`src/rtl/merge_stage.sv`:
```
// merge_stage: merges the a-path and b-path Send/Ack packet streams through a
// DEPTH-entry FIFO into one registered Send/Ack output, in acceptance order.
module merge_stage #(
    parameter int WIDTH = 38,
    parameter int DEPTH = 4
) (
    input  logic                   CP,
    input  logic                   MR_n,
    input  logic [WIDTH-1:0]       PACKET_IN_A,
    input  logic                   Send_in_a,
    output logic                   Ack_out_a,
    input  logic [WIDTH-1:0]       PACKET_IN_B,
    input  logic                   Send_in_b,
    output logic                   Ack_out_b,
    output logic [WIDTH-1:0]       PACKET_OUT,
    output logic                   Send_out,
    input  logic                   Ack_in,
    output logic [$clog2(DEPTH):0] Count
);
    localparam int AW = $clog2(DEPTH);
    typedef enum logic {I_IDLE, I_ACK} in_state_t;
    typedef enum logic [1:0] {O_IDLE, O_SEND, O_WAIT} out_state_t;

    in_state_t        a_q, b_q;
    out_state_t       o_q;
    logic [WIDTH-1:0] mem_q [DEPTH];
    logic [WIDTH-1:0] out_q;
    logic [AW-1:0]    wr_q, rd_q;
    logic [AW:0]      count_q;
    logic             send_q, prio_q;
    logic             elig_a, elig_b, full, gnt_a, gnt_b, wr, pop;

    assign elig_a = a_q == I_IDLE && Send_in_a;
    assign elig_b = b_q == I_IDLE && Send_in_b;
    assign full   = count_q == (AW+1)'(DEPTH);
    // prio_q=0 favours a on a tie; it flips to the loser after each contested grant
    assign gnt_a  = !full && elig_a && (!elig_b || !prio_q);
    assign gnt_b  = !full && elig_b && (!elig_a || prio_q);
    assign wr     = gnt_a || gnt_b;
    assign pop    = o_q == O_IDLE && count_q != '0;

    always_ff @(posedge CP) begin
        if (wr) mem_q[wr_q] <= gnt_a ? PACKET_IN_A : PACKET_IN_B;
    end

    always_ff @(posedge CP or negedge MR_n) begin
        if (!MR_n) begin
            a_q     <= I_IDLE;
            b_q     <= I_IDLE;
            o_q     <= O_IDLE;
            wr_q    <= '0;
            rd_q    <= '0;
            count_q <= '0;
            out_q   <= '0;
            send_q  <= 1'b0;
            prio_q  <= 1'b0;
        end else begin
            a_q     <= gnt_a ? I_ACK : (a_q == I_ACK && !Send_in_a) ? I_IDLE : a_q;
            b_q     <= gnt_b ? I_ACK : (b_q == I_ACK && !Send_in_b) ? I_IDLE : b_q;
            prio_q  <= (elig_a && elig_b && wr) ? gnt_a : prio_q;
            wr_q    <= wr ? wr_q + AW'(1) : wr_q;
            count_q <= count_q + (AW+1)'(wr) - (AW+1)'(pop);
            case (o_q)
                O_IDLE: if (pop) begin
                    out_q  <= mem_q[rd_q];
                    rd_q   <= rd_q + AW'(1);
                    send_q <= 1'b1;
                    o_q    <= O_SEND;
                end
                O_SEND: if (Ack_in) begin
                    send_q <= 1'b0;
                    o_q    <= O_WAIT;
                end
                O_WAIT: if (!Ack_in) o_q <= O_IDLE;
                default: o_q <= O_IDLE;
            endcase
        end
    end

    assign Ack_out_a  = a_q == I_ACK;
    assign Ack_out_b  = b_q == I_ACK;
    assign PACKET_OUT = out_q;
    assign Send_out   = send_q;
    assign Count      = count_q;
endmodule
```
`config.mk`:
```
export PLATFORM = sky130hd
export DESIGN_NAME = merge_stage
export DESIGN_NICKNAME = d
export VERILOG_FILES = /design/src/rtl/merge_stage.sv
export SDC_FILE = /design/constraint.sdc
export NUM_CORES = 1
export LEC_CHECK = 0
export BUFFER_PORTS_ARGS = -buffer_cell sky130_fd_sc_hd__buf_2
export CAP_MARGIN = 20
export CORE_UTILIZATION = 39
export CTS_BUF_LIST = sky130_fd_sc_hd__clkbuf_8
export CTS_CLUSTER_SIZE = 10
export DETAILED_ROUTE_END_ITERATION = 12
export PLACE_DENSITY_LB_ADDON = 0.15
export SLEW_MARGIN = 20
export SYNTH_ARGS = -nofsm -noshare
export SYNTH_HDL_FRONTEND = slang
export SYNTH_SLANG_ARGS = --single-unit
```
`constraint.sdc`:
```
create_clock -name CP -period 3.3 [get_ports CP]
set_input_delay 0.99 -clock CP [delete_from_list [all_inputs] [get_ports CP]]
set_output_delay 0.99 -clock CP [all_outputs]
set_load 0.02 [all_outputs]
```
== Yosys cells after proc, flatten, opt, wreduce, memory -nomap -nowiden ==
Memory sizes are Yosys's and may differ from the RTL's. A register that Yosys moved wholly into a read port is not among the register bits.
Index checks and enable logic that the tools add are counted.

* Register bits: 13
* RAM bits: 152
* Input bits: 81
* Output and inout bits: 44
* Memories kept: 1

* Add/subtract/negate cells: 4
* Equality and inequality tests: 6
* Multiplexer cells: 14
* Bitwise operators: 2
* Reduce and logical (&&, ||, !) cells: 29

{| class="wikitable"
|+ Memory list
! memory !! depth !! bits a word !! rd ports !! clocked after Yosys merged registers in !! wr ports !! RTL line !! RTL
|-
| mem_q || 4 || 38 || 1 || 1 || 1 || 26 || <nowiki>logic [WIDTH-1:0] mem_q [DEPTH];</nowiki>
|}

{| class="wikitable"
|+ Operators by type and width
! kind !! number
|-
| 2-to-1 mux 38 bit || 1
|-
| logical AND 1 bit || 11
|-
| 2-to-1 mux 1 bit || 8
|-
| zero test 1 bit || 7
|-
| 2-to-1 mux 2 bit || 3
|-
| != test 2 bit (second input constant) || 3
|-
| case mux 2 bit (3 select lines) || 1
|-
| AND reduction 3 bit || 2
|-
| nonzero test 2 bit || 3
|-
| adder 2 x 1 -> 2 bit (second input constant) || 2
|-
| adder 3 x 1 -> 3 bit || 1
|-
| == test 3 bit (second input constant) || 1
|-
| logical OR 1 bit || 3
|-
| nonzero test 3 bit || 1
|-
| subtractor 3 x 1 -> 3 bit || 1
|-
| == test 2 x 1 -> 1 bit (second input constant) || 1
|-
| == test 2 bit (second input constant) || 1
|-
| zero test 2 bit || 1
|-
| inverter 1 bit || 2
|-
| case mux 1 bit (2 select lines) || 1
|-
| AND reduction 2 bit || 1
|}

== Logic depth before layout (Yosys ltp) ==
* Depth after elaboration: 8
* Mapped depth: 10
* Mapped depth without buffers: 8

== Worst setup path after synthesis ==
Ideal clock, no wire load.

* Path type: input to register
* From: in Send_in_b
* To: mem mem_q[0][0] (enable)
* Setup time: 0.399 ns
* Arrival time: 2.399 ns
* Required time: 2.901 ns
* Path slack: 0.502 ns
* Stages on the path: 3
* Buffers on the path: 0
* Path through: nor2b_1 > o21a_1 > and2_1

* Longest elaborated chain between the ends: 7
* Elaborated cells between the ends (all ways): 9

{| class="wikitable"
|+ RTL lines
! item !! RTL line !! RTL
|-
| start: declaration || 13 || <nowiki>input logic Send_in_b,</nowiki>
|-
| logical AND 1 bit * || 34 || <nowiki>assign elig_b = b_q == I_IDLE && Send_in_b;</nowiki>
|-
| zero test 1 bit || 37 || <nowiki>assign gnt_a = !full && elig_a && (!elig_b || !prio_q);</nowiki>
|-
| logical OR 1 bit || 37 ||
|-
| logical AND 1 bit || 37 ||
|-
| logical OR 1 bit * || 39 || <nowiki>assign wr = gnt_a || gnt_b;</nowiki>
|-
| 2-to-1 mux 1 bit * (2 in a row) || 43 || <nowiki>if (wr) mem_q[wr_q] <= gnt_a ? PACKET_IN_A : PACKET_IN_B;</nowiki>
|-
| end: declaration || 26 ||
|}

Mark *: on every way between the ends. The rest lies on a longest branch, timed or not.

== Worst setup path in the final report ==
* From: in Send_in_b
* To: reg count_q[2], in the netlist Count[2]

* Longest elaborated chain between the ends: 7
* Elaborated cells between the ends (all ways): 9

{| class="wikitable"
|+ RTL lines
! item !! RTL line !! RTL
|-
| logical AND 1 bit * || 34 ||
|-
| zero test 1 bit || 37 ||
|-
| logical OR 1 bit || 37 ||
|-
| logical AND 1 bit || 37 ||
|-
| logical OR 1 bit * || 39 ||
|-
| adder 3 x 1 -> 3 bit * || 62 || <nowiki>count_q <= count_q + (AW+1)'(wr) - (AW+1)'(pop);</nowiki>
|-
| subtractor 3 x 1 -> 3 bit * || 62 ||
|-
| end signal: assignment || 62 ||
|-
| end: declaration || 29 || <nowiki>logic [AW:0] count_q;</nowiki>
|}

Marked as above.
A chain may end at the register's enable or synchronous reset.

==> results.sh <==
export IMPL_cts_tree="yes"
export IMPL_root_buffer="clkbuf_8"
export IMPL_hold_start="PACKET_OUT[29]"
export IMPL_crit_type="in2reg"
export IMPL_dp_slack_ns=0.482
export IMPL_yosysTopAreaCell="edfxtp_1"
export IMPL_port_buffers=124
export IMPL_rows=52
export IMPL_syn_instance_count=383
export IMPL_drtIter0Drc=162
export IMPL_routedWlPerCell_um=19.1
export IMPL_r2r_cells=8
export IMPL_tightest_slew_ns=0.864
export IMPL_max_slew_margin=0.424
export IMPL_placedCellCount=772
export IMPL_stdcell_count=832
export IMPL_clk_latency_ns=0.51
export IMPL_synth_nets=471
export IMPL_post_route_min_period_ns=2.31
export IMPL_dieArea_um2=21200
export IMPL_cts_clk_slew_worst_paths_ns=0.06
export IMPL_hpwl_mm=9.32
export IMPL_clk_path_buf_depth=3
export IMPL_fp_coreArea_um2=20200
export IMPL_hold_viol_final=0
export IMPL_first_global_vias=4474
export IMPL_cp_depth=9
export IMPL_routed_wl_mm=15.9
export IMPL_antenna_found_initial=0
export IMPL_maxCapViolations=0
export IMPL_hold_class="reg2reg"
export IMPL_start_util=0.398
export IMPL_synth_edf_count=152
export IMPL_slew_violations=0
export IMPL_arrival_ns=2.69
export IMPL_power_density_nw_per_um2=947
export IMPL_fin_crit_sh=0.701
export IMPL_area_growth_pct=20.0
export IMPL_numCtsBuffers=35
export IMPL_required_ns=3.68
export IMPL_ant_nets=0
export IMPL_cts_setup_buffers=0
export IMPL_whs_path_depth=1
export IMPL_critPathTopFamily="adder cells"
export IMPL_cpPeakStageDelay_ns=0.38
export IMPL_drc=0
export IMPL_yosys_most_used_dff="edfxtp_1"
export IMPL_num_antenna_cells=0
export IMPL_yosys_warnings=0
export IMPL_fmax_mhz=432
export IMPL_die_w_um=146
export IMPL_synth_area_um2=8060
export IMPL_synth_seq_cells=203
export IMPL_layout_drive_gt1_share=0.505
export IMPL_gp_routability_congestion=0.677
export IMPL_synth_cell_types=32
export IMPL_grt_max_degree=52
export IMPL_timing_rr_start="Count[1]"
export IMPL_htree_levels=2
export IMPL_crit_path_start="Send_in_b"
export IMPL_power_mw=9.15
export IMPL_cts_hold_buf=0
export IMPL_cts_sinks=203
export IMPL_synth_top_area_share=0.567
export IMPL_synth_avg_cell_area_um2=21.0
export IMPL_setup_viol=0
export IMPL_dieHeight_um=146
export IMPL_grt_setup_unrepaired="false"
export IMPL_yosysSeqAreaShare=0.725
export IMPL_holdWs_ns=0.497
export IMPL_fin_nets=627
export IMPL_dr_total_vias=4052
export IMPL_status="finished, final reports clean"
export IMPL_synth_most_common_cell="edfxtp_1"
export IMPL_first_pass_iters=4
export IMPL_synth_common_cells="edfxtp_1, mux2_2, dfrtp_1"
export IMPL_crit_slowest_cell="fa_1"
export IMPL_grt_pass1_wl_mm=24.8
export IMPL_async_flop_share=0.251
export IMPL_ir_drop_mv=0.340
export IMPL_endpoint_kind="register"
export IMPL_viasPerCell=4.87
export IMPL_grt_usage=0.157
export IMPL_synth_area_top_cells="edfxtp_1, dfrtp_1, mux4_2"
export IMPL_crit_chain="buf_2, nor2b_1, o21a_1, inv_1, ha_1, inv_1, ha_1, fa_1, xnor2_1"
export IMPL_ios=125
export IMPL_cp_max_fo=7
export IMPL_setup_tns_final_ns=0
export IMPL_start_kind="primary input"
export IMPL_power_leakage_nw=3.69
export IMPL_fin_skew_ns=0.0251
export IMPL_grt_overflow=0
export IMPL_worst_slack_ns=0.986
export IMPL_crit_buf_inv=3
export IMPL_cts_resized=0
kinds of logic (layout without fill, tap and decap cells):
| kind of cell | Yosys count | in the layout | share of synthesized area |
|---|---|---|---|
| mux | 115 | 115 | 0.216 |
| xor+xnor | 7 | 7 | 0.00761 |
| simple gates | 16 | 16 | 0.0124 |
| fa+ha+maj | 7 | 7 | 0.0118 |
| buf+inv | 26 | 205 | 0.0193 |
| compound gates | 9 | 9 | 0.00808 |
| flops | 203 | 203 | 0.725 |
sequential cells by signal, summed over array words and instances, names as in the netlist:
signal,count
mem_q,152
PACKET_OUT,38
Count,3
o_q,2
rd_q,2
wr_q,2
Ack_out_a,1
Ack_out_b,1
Send_out,1
prio_q,1
path summary, 6_finish.rpt:
path,end,slack (ns)
worst min-delay path,PACKET_OUT[29],0.50
worst max register to register,Count[2],1.03
worst max-delay path,Count[2],0.99
worst min register to register,PACKET_OUT[29],0.50
min in group asynchronous,PACKET_OUT[22],0.63
max in group asynchronous,rd_q[0],2.07
layer usage:
layer  global-route usage  vias up  part of all wire
li1                     -     1839                 -
met5                    0        -                 0
met1                0.195     2059              0.42
met4               0.0500        0             0.019
met3               0.0426       27             0.056
met2                0.265      127              0.50
cell usage in the layout (no fill, tap or decap), drive strengths merged, types with 4 or more instances in the layout:
cell type | netlist | layout
o21a | 4 | 4
dfrtp | 51 | 51
buf | 14 | 137
clkinv | 0 | 4
mux2 | 77 | 77
edfxtp | 152 | 152
xnor2 | 6 | 6
mux4 | 38 | 38
inv | 8 | 23
and2 | 4 | 4
clkbuf | 4 | 40
ha | 6 | 6
worst register-to-register path, delay by kind of cell, from the launching register on:
family          cells  cell delay (ns)
compound gates      1             0.21
xor+xnor            1             0.13
fa+ha+maj           3             0.68
buf+inv             2             0.13
flops               1             0.46
simple gates        1             0.53
final cells by class:
type | count | area, µm²
Inverter | 8 | 30.0
Multi-Input combinational cell | 154 | 2070
Clock inverter | 20 | 104
Tap cell | 270 | 338
Timing Repair Buffer | 137 | 731
Fill cell | 1749 | 10600
Sequential cell | 203 | 5850
Clock buffer | 40 | 551
power breakdown:
group / total (mW) / leakage, nW / internal (mW) / switching [mW]
combinational: 2.90 / 1.31 / 1.45 / 1.45
clock: 2.14 / 0.393 / 1.18 / 0.959
sequential: 4.11 / 1.99 / 3.65 / 0.465
metrics by stage:
stage          utilization  cell area (µm²)
6_report             0.478             9670
5_1_grt              0.478             9670
4_1_cts              0.478             9670
3_5_place_dp         0.445             9010
3_3_place_gp         0.445             9010
2_1_floorplan            -             8060
No activity file was read; power rests on OpenSTA's default activity.
